`src/rtl/sprite_pkg.sv`:
```
// Shared types, command-word layout and the pattern table for the sprite layer.
package sprite_pkg;

    typedef struct packed {
        logic [15:0] base;
        logic [15:0] w;
        logic [15:0] h;
    } pattern_t;

    typedef struct packed {
        logic       vis;
        logic       flip;
        logic [4:0] pattern;
        logic [9:0] x;
        logic [9:0] y;
        logic [3:0] frame;
    } child_state_t;

    localparam int F_COMP  = 26;
    localparam int F_CHILD = 21;
    localparam int F_ACT   = 17;
    localparam int F_TYPE  = 14;
    localparam int F_BUF   = 13;

    localparam logic [3:0] ACT_SWAP  = 4'hF;
    localparam logic [3:0] ACT_WRITE = 4'h1;

    localparam logic [2:0] TY_VIS   = 3'b001;
    localparam logic [2:0] TY_X     = 3'b010;
    localparam logic [2:0] TY_Y     = 3'b011;
    localparam logic [2:0] TY_FRAME = 3'b100;
    localparam logic [2:0] TY_CLR   = 3'b101;

    // Square tile, and a half-height strip whose frames step through memory in 128-entry blocks.
    localparam pattern_t PAT_TILE  = '{base: 16'd0, w: 16'd16, h: 16'd16};
    localparam pattern_t PAT_STRIP = '{base: 16'd0, w: 16'd16, h: 16'd8};

    function automatic pattern_t get_pattern(input logic [4:0] idx);
        pattern_t p;
        case (idx)
            5'd0:    p = PAT_TILE;
            5'd1:    p = PAT_STRIP;
            default: p = '0;
        endcase
        return p;
    endfunction

endpackage

```
`src/rtl/sprite_layer_display_if.sv`:
```
// Command and raster bus between the host/VGA timing and the sprite layer.
interface sprite_layer_display_if;
    logic        write;
    logic [31:0] writedata;
    logic [9:0]  hcount;
    logic [9:0]  vcount;
    logic [23:0] RGB_output;
    logic        cmd_drop;

    modport master (
        output write, writedata, hcount, vcount,
        input  RGB_output, cmd_drop
    );

    modport slave (
        input  write, writedata, hcount, vcount,
        output RGB_output, cmd_drop
    );
endinterface

```
`src/rtl/sprite_layer_display_addr_gen.sv`:
```
// Per-child hit test and pixel-memory address for the current raster position.
module sprite_addr_gen
    import sprite_pkg::*;
#(
    parameter int MEM_DEPTH = 384,
    parameter int AW        = 9
) (
    input  child_state_t   st,
    input  logic [9:0]     hcount,
    input  logic [9:0]     vcount,
    output logic           hit,
    output logic [AW-1:0]  addr
);

    pattern_t    pat;
    logic [16:0] h_ext, v_ext, x_ext, y_ext, x_end, y_end;
    logic [15:0] dx, dy, col;
    logic [39:0] full_addr;
    logic        in_box;

    always_comb begin
        pat   = get_pattern(st.pattern);
        h_ext = {7'd0, hcount};
        v_ext = {7'd0, vcount};
        x_ext = {7'd0, st.x};
        y_ext = {7'd0, st.y};
        // Widened so a sprite near column/row 1023 cannot wrap back to zero.
        x_end = x_ext + {1'b0, pat.w};
        y_end = y_ext + {1'b0, pat.h};
        in_box = st.vis && (h_ext >= x_ext) && (h_ext < x_end)
                        && (v_ext >= y_ext) && (v_ext < y_end);
        dx  = {6'd0, hcount} - {6'd0, st.x};
        dy  = {6'd0, vcount} - {6'd0, st.y};
        col = st.flip ? (pat.w - 16'd1 - dx) : dx;
        full_addr = 40'(pat.base)
                  + 40'(st.frame) * 40'(pat.w) * 40'(pat.h)
                  + 40'(dy) * 40'(pat.w)
                  + 40'(col);
        hit  = in_box && (full_addr < 40'(MEM_DEPTH));
        addr = full_addr[AW-1:0];
    end

endmodule

```
`src/rtl/sprite_layer_display.sv`:
```
// Double-buffered sprite layer: command decode, frame-boundary buffer swap, 2-clk pixel pipeline.
module sprite_layer_display
    import sprite_pkg::*;
#(
    parameter logic [5:0]  COMPONENT_ID    = 6'd5,
    parameter int          CHILD_LIMIT     = 4,
    parameter int          PATTERN_COUNT   = 2,
    parameter int          PIXEL_BITS      = 2,
    parameter int          MEM_DEPTH       = 384,
    parameter string       MEM_FILE        = "sprite.txt",
    parameter int          TRANSPARENT_IDX = 0,
    parameter logic [23:0] BG_COLOR        = 24'h202020,
    parameter logic [9:0]  SWAP_LINE       = 10'd480
) (
    input logic clk,
    input logic reset,
    sprite_layer_display_if.slave bus
);

    localparam int AW = $clog2(MEM_DEPTH);
    localparam int CW = (CHILD_LIMIT > 1) ? $clog2(CHILD_LIMIT) : 1;
    localparam logic [PIXEL_BITS-1:0] TRANSP = PIXEL_BITS'(TRANSPARENT_IDX);

    child_state_t buf_st [2][CHILD_LIMIT];
    child_state_t disp_st [CHILD_LIMIT];
    logic active_sel, swap_pending, pending_sel;

    logic [5:0]  cmd_comp;
    logic [4:0]  cmd_child;
    logic [3:0]  cmd_act;
    logic [2:0]  cmd_type;
    logic        cmd_buf;
    logic [12:0] cmd_data;
    logic [CW-1:0] child_idx;
    logic        unused_data_bit;
    logic        swap_apply, swap_req, eff_active, wr_hit, wr_drop, wr_accept, pat_ok;

    logic [CHILD_LIMIT-1:0] hit_p0, hit_p1;
    logic [AW-1:0]          addr_p0 [CHILD_LIMIT];
    logic [PIXEL_BITS-1:0]  pix_p1 [CHILD_LIMIT];
    logic                   win_found;
    logic [PIXEL_BITS-1:0]  win_idx;
    logic [23:0]            rgb_p2;
    logic                   drop_p1;

    // Pixel memory contents: each 2-bit slice of the address is summed, plus one, modulo 4.
    function automatic logic [PIXEL_BITS-1:0] pixel_mem(input logic [AW-1:0] a);
        logic [AW:0] ext;
        logic [1:0]  sum;
        ext = {1'b0, a};
        sum = 2'd1;
        for (int i = 0; i < AW; i += 2) sum = sum + ext[i +: 2];
        return PIXEL_BITS'(sum);
    endfunction

    function automatic logic [23:0] palette(input logic [PIXEL_BITS-1:0] idx);
        case (int'(idx))
            0:       return BG_COLOR;
            1:       return 24'hE04040;
            2:       return 24'h40E040;
            3:       return 24'h4040E0;
            default: return {3{8'(idx)}};
        endcase
    endfunction

    assign cmd_comp        = bus.writedata[F_COMP +: 6];
    assign cmd_child       = bus.writedata[F_CHILD +: 5];
    assign cmd_act         = bus.writedata[F_ACT +: 4];
    assign cmd_type        = bus.writedata[F_TYPE +: 3];
    assign cmd_buf         = bus.writedata[F_BUF];
    assign cmd_data        = bus.writedata[12:0];
    assign child_idx       = cmd_child[CW-1:0];
    assign unused_data_bit = cmd_data[10];

    always_comb begin
        swap_apply = swap_pending && (bus.hcount == 10'd0) && (bus.vcount == SWAP_LINE);
        // A write on the swap cycle is judged against the buffer about to be displayed.
        eff_active = swap_apply ? pending_sel : active_sel;
        swap_req   = bus.write && (cmd_act == ACT_SWAP);
        wr_hit     = bus.write && (cmd_act == ACT_WRITE) && (cmd_comp == COMPONENT_ID)
                     && (int'(cmd_child) < CHILD_LIMIT);
        wr_drop    = wr_hit && (cmd_buf == eff_active);
        wr_accept  = wr_hit && !wr_drop;
        pat_ok     = int'(cmd_data[4:0]) < PATTERN_COUNT;
    end

    always_ff @(posedge clk) begin
        if (!reset) begin
            active_sel   <= 1'b0;
            swap_pending <= 1'b0;
            pending_sel  <= 1'b0;
            drop_p1      <= 1'b0;
            for (int b = 0; b < 2; b++)
                for (int c = 0; c < CHILD_LIMIT; c++) buf_st[b][c].vis <= 1'b0;
        end else begin
            drop_p1 <= wr_drop;
            if (swap_apply) begin
                active_sel   <= pending_sel;
                swap_pending <= 1'b0;
                for (int c = 0; c < CHILD_LIMIT; c++) buf_st[~pending_sel][c].vis <= 1'b0;
            end
            if (swap_req) begin
                swap_pending <= 1'b1;
                pending_sel  <= cmd_buf;
            end
            // Placed after the swap clear so a same-cycle write to that buffer wins.
            if (wr_accept) begin
                case (cmd_type)
                    TY_VIS: begin
                        buf_st[cmd_buf][child_idx].vis  <= cmd_data[12];
                        buf_st[cmd_buf][child_idx].flip <= cmd_data[11];
                        if (pat_ok) buf_st[cmd_buf][child_idx].pattern <= cmd_data[4:0];
                    end
                    TY_X:     buf_st[cmd_buf][child_idx].x     <= cmd_data[9:0];
                    TY_Y:     buf_st[cmd_buf][child_idx].y     <= cmd_data[9:0];
                    TY_FRAME: buf_st[cmd_buf][child_idx].frame <= cmd_data[3:0];
                    TY_CLR: begin
                        for (int c = 0; c < CHILD_LIMIT; c++) buf_st[cmd_buf][c].vis <= 1'b0;
                    end
                    default: ;
                endcase
            end
        end
    end

    // Stage 0: combinational hit/address per child from the displayed buffer
    for (genvar c = 0; c < CHILD_LIMIT; c++) begin : g_child
        assign disp_st[c] = buf_st[active_sel][c];
        sprite_addr_gen #(
            .MEM_DEPTH (MEM_DEPTH),
            .AW        (AW)
        ) u_addr (
            .st     (disp_st[c]),
            .hcount (bus.hcount),
            .vcount (bus.vcount),
            .hit    (hit_p0[c]),
            .addr   (addr_p0[c])
        );
    end

    // Stage 1: one synchronous memory read per child, hit registered alongside
    always_ff @(posedge clk) begin
        for (int c = 0; c < CHILD_LIMIT; c++) pix_p1[c] <= pixel_mem(addr_p0[c]);
    end

    always_ff @(posedge clk) begin
        if (!reset) hit_p1 <= '0;
        else        hit_p1 <= hit_p0;
    end

    // Stage 2: priority resolve, lowest opaque child wins
    always_comb begin
        win_found = 1'b0;
        win_idx   = '0;
        for (int c = CHILD_LIMIT - 1; c >= 0; c--) begin
            if (hit_p1[c] && (pix_p1[c] != TRANSP)) begin
                win_found = 1'b1;
                win_idx   = pix_p1[c];
            end
        end
    end

    always_ff @(posedge clk) begin
        if (!reset)         rgb_p2 <= BG_COLOR;
        else if (win_found) rgb_p2 <= palette(win_idx);
        else                rgb_p2 <= BG_COLOR;
    end

    assign bus.RGB_output = rgb_p2;
    assign bus.cmd_drop   = drop_p1;

endmodule

```
`src/flat_wrapper.sv`:
```
// flat-port wrapper written by rule: the top's interface ports become plain ports
module sprite_layer_display_flat import sprite_pkg::*;
#(
    parameter logic [5:0]  COMPONENT_ID    = 6'd5,
    parameter int          CHILD_LIMIT     = 4,
    parameter int          PATTERN_COUNT   = 2,
    parameter int          PIXEL_BITS      = 2,
    parameter int          MEM_DEPTH       = 384,
    parameter string       MEM_FILE        = "          ",
    parameter int          TRANSPARENT_IDX = 0,
    parameter logic [23:0] BG_COLOR        = 24'h202020,
    parameter logic [9:0]  SWAP_LINE       = 10'd480
)
  (clk, reset, bus_write, bus_writedata, bus_hcount, bus_vcount, bus_RGB_output, bus_cmd_drop);
  sprite_layer_display_if bus_i ();
  input logic clk;
  input logic reset;
  input wire logic [$bits(bus_i.write)-1:0] bus_write;
  input wire logic [$bits(bus_i.writedata)-1:0] bus_writedata;
  input wire logic [$bits(bus_i.hcount)-1:0] bus_hcount;
  input wire logic [$bits(bus_i.vcount)-1:0] bus_vcount;
  output wire logic [$bits(bus_i.RGB_output)-1:0] bus_RGB_output;
  output wire logic [$bits(bus_i.cmd_drop)-1:0] bus_cmd_drop;
  assign bus_i.write = bus_write;
  assign bus_i.writedata = bus_writedata;
  assign bus_i.hcount = bus_hcount;
  assign bus_i.vcount = bus_vcount;
  assign bus_RGB_output = bus_i.RGB_output;
  assign bus_cmd_drop = bus_i.cmd_drop;
  sprite_layer_display #(.COMPONENT_ID(COMPONENT_ID), .CHILD_LIMIT(CHILD_LIMIT), .PATTERN_COUNT(PATTERN_COUNT), .PIXEL_BITS(PIXEL_BITS), .MEM_DEPTH(MEM_DEPTH), .MEM_FILE(MEM_FILE), .TRANSPARENT_IDX(TRANSPARENT_IDX), .BG_COLOR(BG_COLOR), .SWAP_LINE(SWAP_LINE)) u_core (.clk(clk), .reset(reset), .bus(bus_i));
endmodule
```
`config.mk`:
```
export PLATFORM = sky130hd
export DESIGN_NAME = sprite_layer_display_flat
export DESIGN_NICKNAME = d
export VERILOG_FILES = /design/src/rtl/sprite_pkg.sv /design/src/rtl/sprite_layer_display_if.sv /design/src/rtl/sprite_layer_display_addr_gen.sv /design/src/rtl/sprite_layer_display.sv /design/src/flat_wrapper.sv
export SDC_FILE = /design/constraint.sdc
export NUM_CORES = 1
export LEC_CHECK = 0
export ABC_CLOCK_PERIOD_IN_PS = 11200
export CAP_MARGIN = 5
export CORE_MARGIN = 2
export CORE_UTILIZATION = 63
export CTS_CLUSTER_DIAMETER = 120
export DETAILED_ROUTE_END_ITERATION = 12
export PLACE_DENSITY = 0.83
export SYNTH_ARGS = -nofsm -noshare
export SYNTH_HDL_FRONTEND = slang
export SYNTH_SLANG_ARGS = --single-unit
```
`constraint.sdc`:
```
create_clock -name clk -period 11.2 [get_ports clk]
set_input_delay 1.68 -clock clk [delete_from_list [all_inputs] [get_ports clk]]
set_output_delay 1.68 -clock clk [all_outputs]
set_load 0.05 [all_outputs]
```
==> key figures, run 1 <==
Die
  – Die Wd: 196.0 um
  – Ports: 80
  – Die height: 196.0 um
  – Full die area: 38,400 sq um
  – Std cell rows: 70
  – Starting Density: 0.6372
  – Core area: 36,430 sq um

Worst setup path
  – Crit path DAT: 9.37 ns
  – CP max stage cell: clkdlybuf4s50_1
  – Most frequent CP cell: ha_1
  – Worst path max stage delay: 0.81 ns
  – Startpoint Class: input port
  – Critical path type: in -> reg
  – Worst Setup End Kind: register
  – CP Max Fanout: 6
  – Worst Path Required: 11.66 ns

Layout
  – Layout Utilization: 0.6951
  – Area grow syn2layout: 9.086%
  – Commonest non-fill, non-tap cells in the layout: 424 x ha_1, 243 x edfxtp_1, 204 x inv_1, 176 x nor2_1, 104 x a21oi_1
  – FILL cells: 2,650
  – Most common cell after layout, fill and taps aside: ha_1
  – NumNets Final: 2,814
  – Antenna cell count: 0
  – Layout Cells excl Fill: 2,773
  – Post-route design area: 25,330 sq um
  – Layout cells sized above 1: 0.05510

Pwr
  – Maximum vdd drop: 0.1384 mV
  – PnR Total Power: 2.524 mW
  – Power share of the clock group: 0.395
  – Sw Share: 0.2602
  – Power Density: 99.66 nW/um^2
  – Comb pwr share: 0.159
  – Cell-internal power: 1.867 mW
  – P_sw: 0.6567 mW
  – Sequential share of power: 0.446
  – Leak: 10.92 nW

Global route
  – Initial antenna violation count: 3
  – Largest net degree at the start of global routing: 66
  – Global Route Usage Sum: 0.3062
  – Met1 global-route usage: 0.3878
  – Grt peak-use layer: met2
  – GRT Residual Overflow: 0
  – First-pass GRT wire length: 91,750 um
  – Vias in the first global route: 17,400
  – Met3 GRT Util: 0.04229
  – M2 GR Usage: 0.5384

Timing
  – Skew final: 0.02349 ns
  – Max-Slew Margin vs Limit: 0.2261
  – Post-layout min period: 8.908 ns
  – Final setup vio count: 0
  – Max-slew violation count: 0
  – Worst-margin pin slew: 1.157 ns
  – Unrepaired setup endpoints after global routing: no
  – Tcrit/Tclk final: 0.7954
  – Hold WS: 0.4744 ns
  – Sum Neg Setup Slack: 0 ns
  – Count of final hold-check violations: 0
  – Fin worst setup slack: 2.292 ns
  – Highest Clock Rate: 112.3 MHz

Clock network
  – TritonCTS clock tree: built
  – Sink Count: 272
  – Clock Latency Late Sink: 0.56 ns
  – Clock root cell: clkbuf_16
  – CTS H-tree depth: 1
  – CTS resizes: 0
  – Setup Fix Bufs, Post-CTS: 0
  – TritonCTS Buffers: 28
  – Clock Pin Slew Worst Setup and Hold Paths: 0.07 ns
  – Cts hold-fix bufs: 0
  – Maximum buffer depth of the clock tree: 3

Worst hold path
  – Worst hold path type: reg -> reg

Yosys
  – Flops & latches, synth: 272
  – Yosys warns: 0
  – Register area share after synthesis: 0.3393
  – Post-Syn Instances: 2,206
  – Main synth FF type: edfxtp_1
  – Post-synth EDFFs: 243
  – Post-Syn Area: 23,220 sq um
  – Yosys cell types: 92
  – Avg Cell Area, Syn: 10.52 sq um
  – Post-synth ARST share: 0

Place
  – Port bufs: 63
  – Hpwl dp: 43,390 um
  – Post-Place Cells: 2,721
  – Routability cong.: 0.9692
  – Placement Setup Slack: 1.812 ns
  – Placed cell area: 24,330 sq um

Routing
  – Remaining antenna violation count: 0
  – Final wirelength: 58,200 um
  – DR DRC count: 0
  – WL per Instance: 20.99 um
  – Vias: 17,320
  – DR pass1 iterations: 6
  – Initial drt markers: 1,389
  – Vias per cell: 6.246

Outcome
  – Status: completed

Job
  – Maxcap violations: 0
-- sequential cells by signal, summed over array words and instances, names as in the netlist, named ones only --
| register | flops |
|---|---|
| u_core.buf_st | 248 |
| u_core.pix_p1 | 8 |
| u_core.bus.RGB_output | 7 |
| u_core.hit_p1 | 4 |
| u_core.active_sel | 1 |
| u_core.bus.cmd_drop | 1 |
| u_core.pending_sel | 1 |
| u_core.swap_pending | 1 |
-- worst paths after layout --
path / slack [ns] / end / depth (start not counted) / from
setup reg to reg: 2.50 / u_core.hit_p1[1]$_SDFF_PN0_ / 28 / register
hold / removal: 0.47 / u_core.swap_pending$_SDFFE_PN0P_ / 2 / u_core.swap_pending$_SDFFE_PN0P_
setup / recovery: 2.29 / u_core.hit_p1[1]$_SDFF_PN0_ / 27 / bus_hcount[1]
hold reg to reg: 0.47 / u_core.swap_pending$_SDFFE_PN0P_ / 2 / u_core.swap_pending$_SDFFE_PN0P_
-- critical path: cells and delay by family --
family,cells,cell delay (ns)
adders and majority gates,9,3.20
xor gates and xnor gates,3,0.55
buffers and inverters,4,1.29
AOI/OAI and AO/OA,4,1.30
and+or+nand+nor,7,1.33
-- kinds of logic after synthesis --
group           Yosys count  share of synthesized area
compound gates          409                     0.1179
xor+xnor                155                    0.05847
fa+ha+maj               476                     0.2733
buf+inv                 255                    0.04662
flops                   272                     0.3393
mux                     119                    0.05282
other cells               1                  0.0001615
simple gates            519                     0.1114
-- Yosys cell counts, drive strengths merged, types with 40 or more instances --
library cell	n	area share
ha	424	0.23
edfxtp	243	0.31
inv	204	0.033
nor2	176	0.028
a21oi	105	0.023
o21ai	98	0.021
mux2i	97	0.042
xnor2	97	0.037
nand2	89	0.014
xor2	58	0.022
fa	52	0.045
nor3	46	0.010
nor2b	42	0.011
buf	40	0.012
-- per-layer routing --
layer	routed length (um)	up-vias
li1	-	8171
met5	27	-
met2	28050	679
met3	4477	137
met4	2134	4
met1	23510	8329
-- final cells by class --
type,instances,area [sq um],area share
clock buffers,29,714.4,0.02821
well taps,468,585.6,0.02312
flip-flops and latches,272,7881,0.3112
repair buffers,83,780.7,0.03083
inverters,205,769.5,0.03038
clock inverters,23,285.3,0.01126
multi-input cells,1693,14310,0.5650
-- power groups by stage --
stage	Sequential, mW	Clock, mW	Combinational (mW)
3_5_place_dp	1.15	0	0.390
5_1_grt	1.13	1.04	0.437
2_1_floorplan	1.15	0	0.259
3_3_place_gp	1.15	0	0.377
6_report	1.13	0.997	0.401
4_1_cts	1.13	1.00	0.395
(Power assumes the default switching activity.)
==> inputs of run 2 (changes only) <==
ABC_CLOCK_PERIOD_IN_PS = 8100   (was 11200)
CORE_UTILIZATION = 57   (was 63)
PLACE_DENSITY = 0.79   (was 0.83)
clock period = 8.1 ns   (was 11.2 ns; I/O delays follow)
==> run 2 against run 1 <==
  * Via count is 2.9% higher
  * Total power increased by 36%
  * Cell count grew 5.6%
  * Sequential power up 38%
==> key figures, run 2 (synthesized netlist as in run 1, its figures left out) <==
Timing
  – Count of final hold-check violations: 0 (unchanged)
  – Skew final: 0.02336 ns (was 0.02349 ns)
  – Post-layout min period: 7.874 ns
  – Sum Neg Setup Slack: 0 ns (unchanged)
  – Worst-margin pin slew: 1.052 ns (was 1.157 ns)
  – Fin worst setup slack: 0.2260 ns (was 2.292 ns)
  – Hold WS: 0.4702 ns (was 0.4744 ns)
  – Highest Clock Rate: 127.0 MHz
  – Tcrit/Tclk final: 0.9721
  – Unrepaired setup endpoints after global routing: yes (was no)
  – Max-slew violation count: 0 (unchanged)
  – Max-Slew Margin vs Limit: 0.2966 (was 0.2261)
  – Final setup vio count: 0 (unchanged)

Clock network
  – Clock Pin Slew Worst Setup and Hold Paths: 0.06 ns (was 0.07 ns)
  – Sink Count: 272 (unchanged)
  – Setup Fix Bufs, Post-CTS: 0 (unchanged)
  – TritonCTS Buffers: 29 (was 28)
  – CTS H-tree depth: 1 (unchanged)
  – Maximum buffer depth of the clock tree: 3 (unchanged)
  – CTS resizes: 0 (unchanged)
  – Clock Latency Late Sink: 0.58 ns (was 0.56 ns)
  – Cts hold-fix bufs: 0 (unchanged)
  – TritonCTS clock tree: built (unchanged)
  – Clock root cell: clkbuf_16 (unchanged)

Worst hold path
  – Hold path depth: 2 (unchanged)
  – Worst hold path type: reg -> reg (unchanged)
  – Hold EP: u_core.swap_pending$_SDFFE_PN0P_ (unchanged)
  – HP Start: u_core.swap_pending$_SDFFE_PN0P_ (unchanged)

Pwr
  – PnR Total Power: 3.437 mW (was 2.524 mW)
  – Power Density: 131.7 nW/um^2 (was 99.66 nW/um^2)
  – Maximum vdd drop: 0.2051 mV (was 0.1384 mV)
  – Leak: 11.36 nW (was 10.92 nW)

Layout
  – Area grow syn2layout: 12.45% (was 9.086%)
  – Antenna cell count: 0 (unchanged)
  – NumNets Final: 2,912 (was 2,814)
  – Multi-input gate area: 14,370 sq um (was 14,310 sq um)
  – Layout cells sized above 1: 0.09734 (was 0.05510)
  – FILL cells: 3,072 (was 2,650)
  – Reg with most FFs: u_core.buf_st (unchanged)
  – Most common cell after layout, fill and taps aside: ha_1 (unchanged)
  – Commonest non-fill, non-tap cells in the layout: 423 x ha_1, 243 x edfxtp_1, 204 x inv_1, 176 x nor2_1, 116 x buf_4 (was 424 x ha_1, 243 x edfxtp_1, 204 x inv_1, 176 x nor2_1, 104 x a21oi_1)
  – Area taken by flip-flops and latches: 7881 sq um (unchanged)
  – Post-route design area: 26,110 sq um (was 25,330 sq um)
  – Largest register FFs: 248 (unchanged)

Worst setup path
  – RR Endpoint: u_core.hit_p1[0]$_SDFF_PN0_ (was u_core.hit_p1[1]$_SDFF_PN0_)
  – R2r worst-path depth: 27 (was 28)
  – Startpoint Class: input port (unchanged)
  – CP Max Fanout: 3 (was 6)
  – Worst Path Required: 8.60 ns (was 11.66 ns)
  – Register-to-register setup slack: 0.49 ns (was 2.50 ns)
  – Worst Setup End Kind: register (unchanged)
  – Crit path DAT: 8.38 ns (was 9.37 ns)
  – Critical path type: in -> reg (unchanged)

Place
  – Routability cong.: 0.9165 (was 0.9692)
  – Placement Setup Slack: -0.3780 ns (was 1.812 ns)
  – Placed cell area: 25,130 sq um (was 24,330 sq um)
  – Port bufs: 63 (unchanged)
  – Hpwl dp: 46,270 um (was 43,390 um)

Routing
  – Vias: 17,820 (was 17,320)
  – Vias per cell: 6.085 (was 6.246)
  – Initial drt markers: 1,454 (was 1,389)
  – Final wirelength: 60,550 um (was 58,200 um)
  – Remaining antenna violation count: 0 (unchanged)
  – DR DRC count: 0 (unchanged)
  – WL per Instance: 20.67 um (was 20.99 um)
  – DR pass1 iterations: 6 (unchanged)

Die
  – Ports: 80 (unchanged)
  – Die Wd: 205.8 um (was 196.0 um)
  – Full die area: 42,360 sq um (was 38,400 sq um)
  – Die height: 205.8 um (was 196.0 um)
  – Std cell rows: 73 (was 70)
  – Starting Density: 0.5803 (was 0.6372)
  – Core area: 40,010 sq um (was 36,430 sq um)

Global route
  – Vias in the first global route: 17,840 (was 17,400)
  – Initial antenna violation count: 1 (was 3)
  – Global Route Usage Sum: 0.2864 (was 0.3062)
  – First-pass GRT wire length: 93,090 um (was 91,750 um)
  – GRT Residual Overflow: 0 (unchanged)
  – Largest net degree at the start of global routing: 34 (was 66)

Job
  – Maxcap violations: 0 (unchanged)

Outcome
  – Status: completed (unchanged)
-- run 2: cell count changes in the layout (fill, tap and decap cells not counted), sizes merged --
| cell | change |
|---|---|
| clkbuf | +9 |
| bufinv | -4 |
| clkinv | -7 |
| clkdlybuf4s50 | -1 |
| clkinvlp | +4 |
| buf | +98 |
-- run 2: layer usage --
| metal | track usage | vias up | wire length [um] |
|---|---|---|---|
| li1 | - | 8347 | - |
| met1 | 0.3664 | 8560 | 25070 |
| met2 | 0.4873 | 733 | 27980 |
| met3 | 0.03088 | 182 | 4483 |
| met4 | 0.1339 | 0 | 3012 |
| met5 | 0 | - | 0 |
-- run 2: layout make-up --
type / count / area share
tap: 525 / 0.02516
multi-input combinational: 1693 / 0.5504
timing repair buffer: 180 / 0.05809
sequential: 272 / 0.3019
clock inverter: 16 / 0.005128
inverter: 205 / 0.02948
clock buffer: 38 / 0.02986
-- run 2: how the worst max path moves through the flow --
stage | from | depth (start not counted) | slack (ns) | to
after floorplan | register | 34 | 0.17 | u_core.hit_p1[0]$_SDFF_PN0_
after global placement | bus_hcount[0] | 30 | -0.35 | u_core.hit_p1[1]$_SDFF_PN0_
after detailed placement | bus_hcount[0] | 28 | -0.38 | u_core.hit_p1[0]$_SDFF_PN0_
after CTS | bus_hcount[0] | 28 | 0.19 | u_core.hit_p1[0]$_SDFF_PN0_
after global routing | bus_hcount[0] | 30 | -0.01 | u_core.hit_p1[1]$_SDFF_PN0_
final | bus_hcount[0] | 28 | 0.23 | u_core.hit_p1[0]$_SDFF_PN0_
-- run 2: worst max-delay path, stage by stage --
cell and delay, ns:
clkdlybuf4s50_1 0.54, inv_1 0.12, ha_1 0.24, fa_1 0.40, nor2b_1 0.13, o21ai_1 0.09
a21oi_1 0.20, mux2_2 0.37, nor3_2 0.22, a41oi_1 0.21, o21bai_1 0.24, mux2_2 0.33
ha_1 0.28, inv_1 0.05, fa_1 0.51, inv_1 0.04, ha_1 0.30, fa_1 0.50
ha_1 0.31, ha_1 0.33, o21ai_0 0.10, nor2_1 0.09, o21a_1 0.18, or3_1 0.30
a2bb2o_1 0.30, a2111oi_2 0.32, nand4_1 0.15, and4b_1 0.29
-- run 2: power breakdown --
part,internal [mW],total [mW],switching [mW]
clock network,0.717,1.29,0.576
logic,0.249,0.586,0.337
registers,1.55,1.56,0.0113
total,2.51,3.44,0.924
-- run 2: metrics by stage --
step,util,cells
floorplan,-,2220
global placement,0.6282,2875
detailed placement,0.6282,2875
CTS,0.6511,2929
global route,0.6526,2929
finish,0.6526,2929
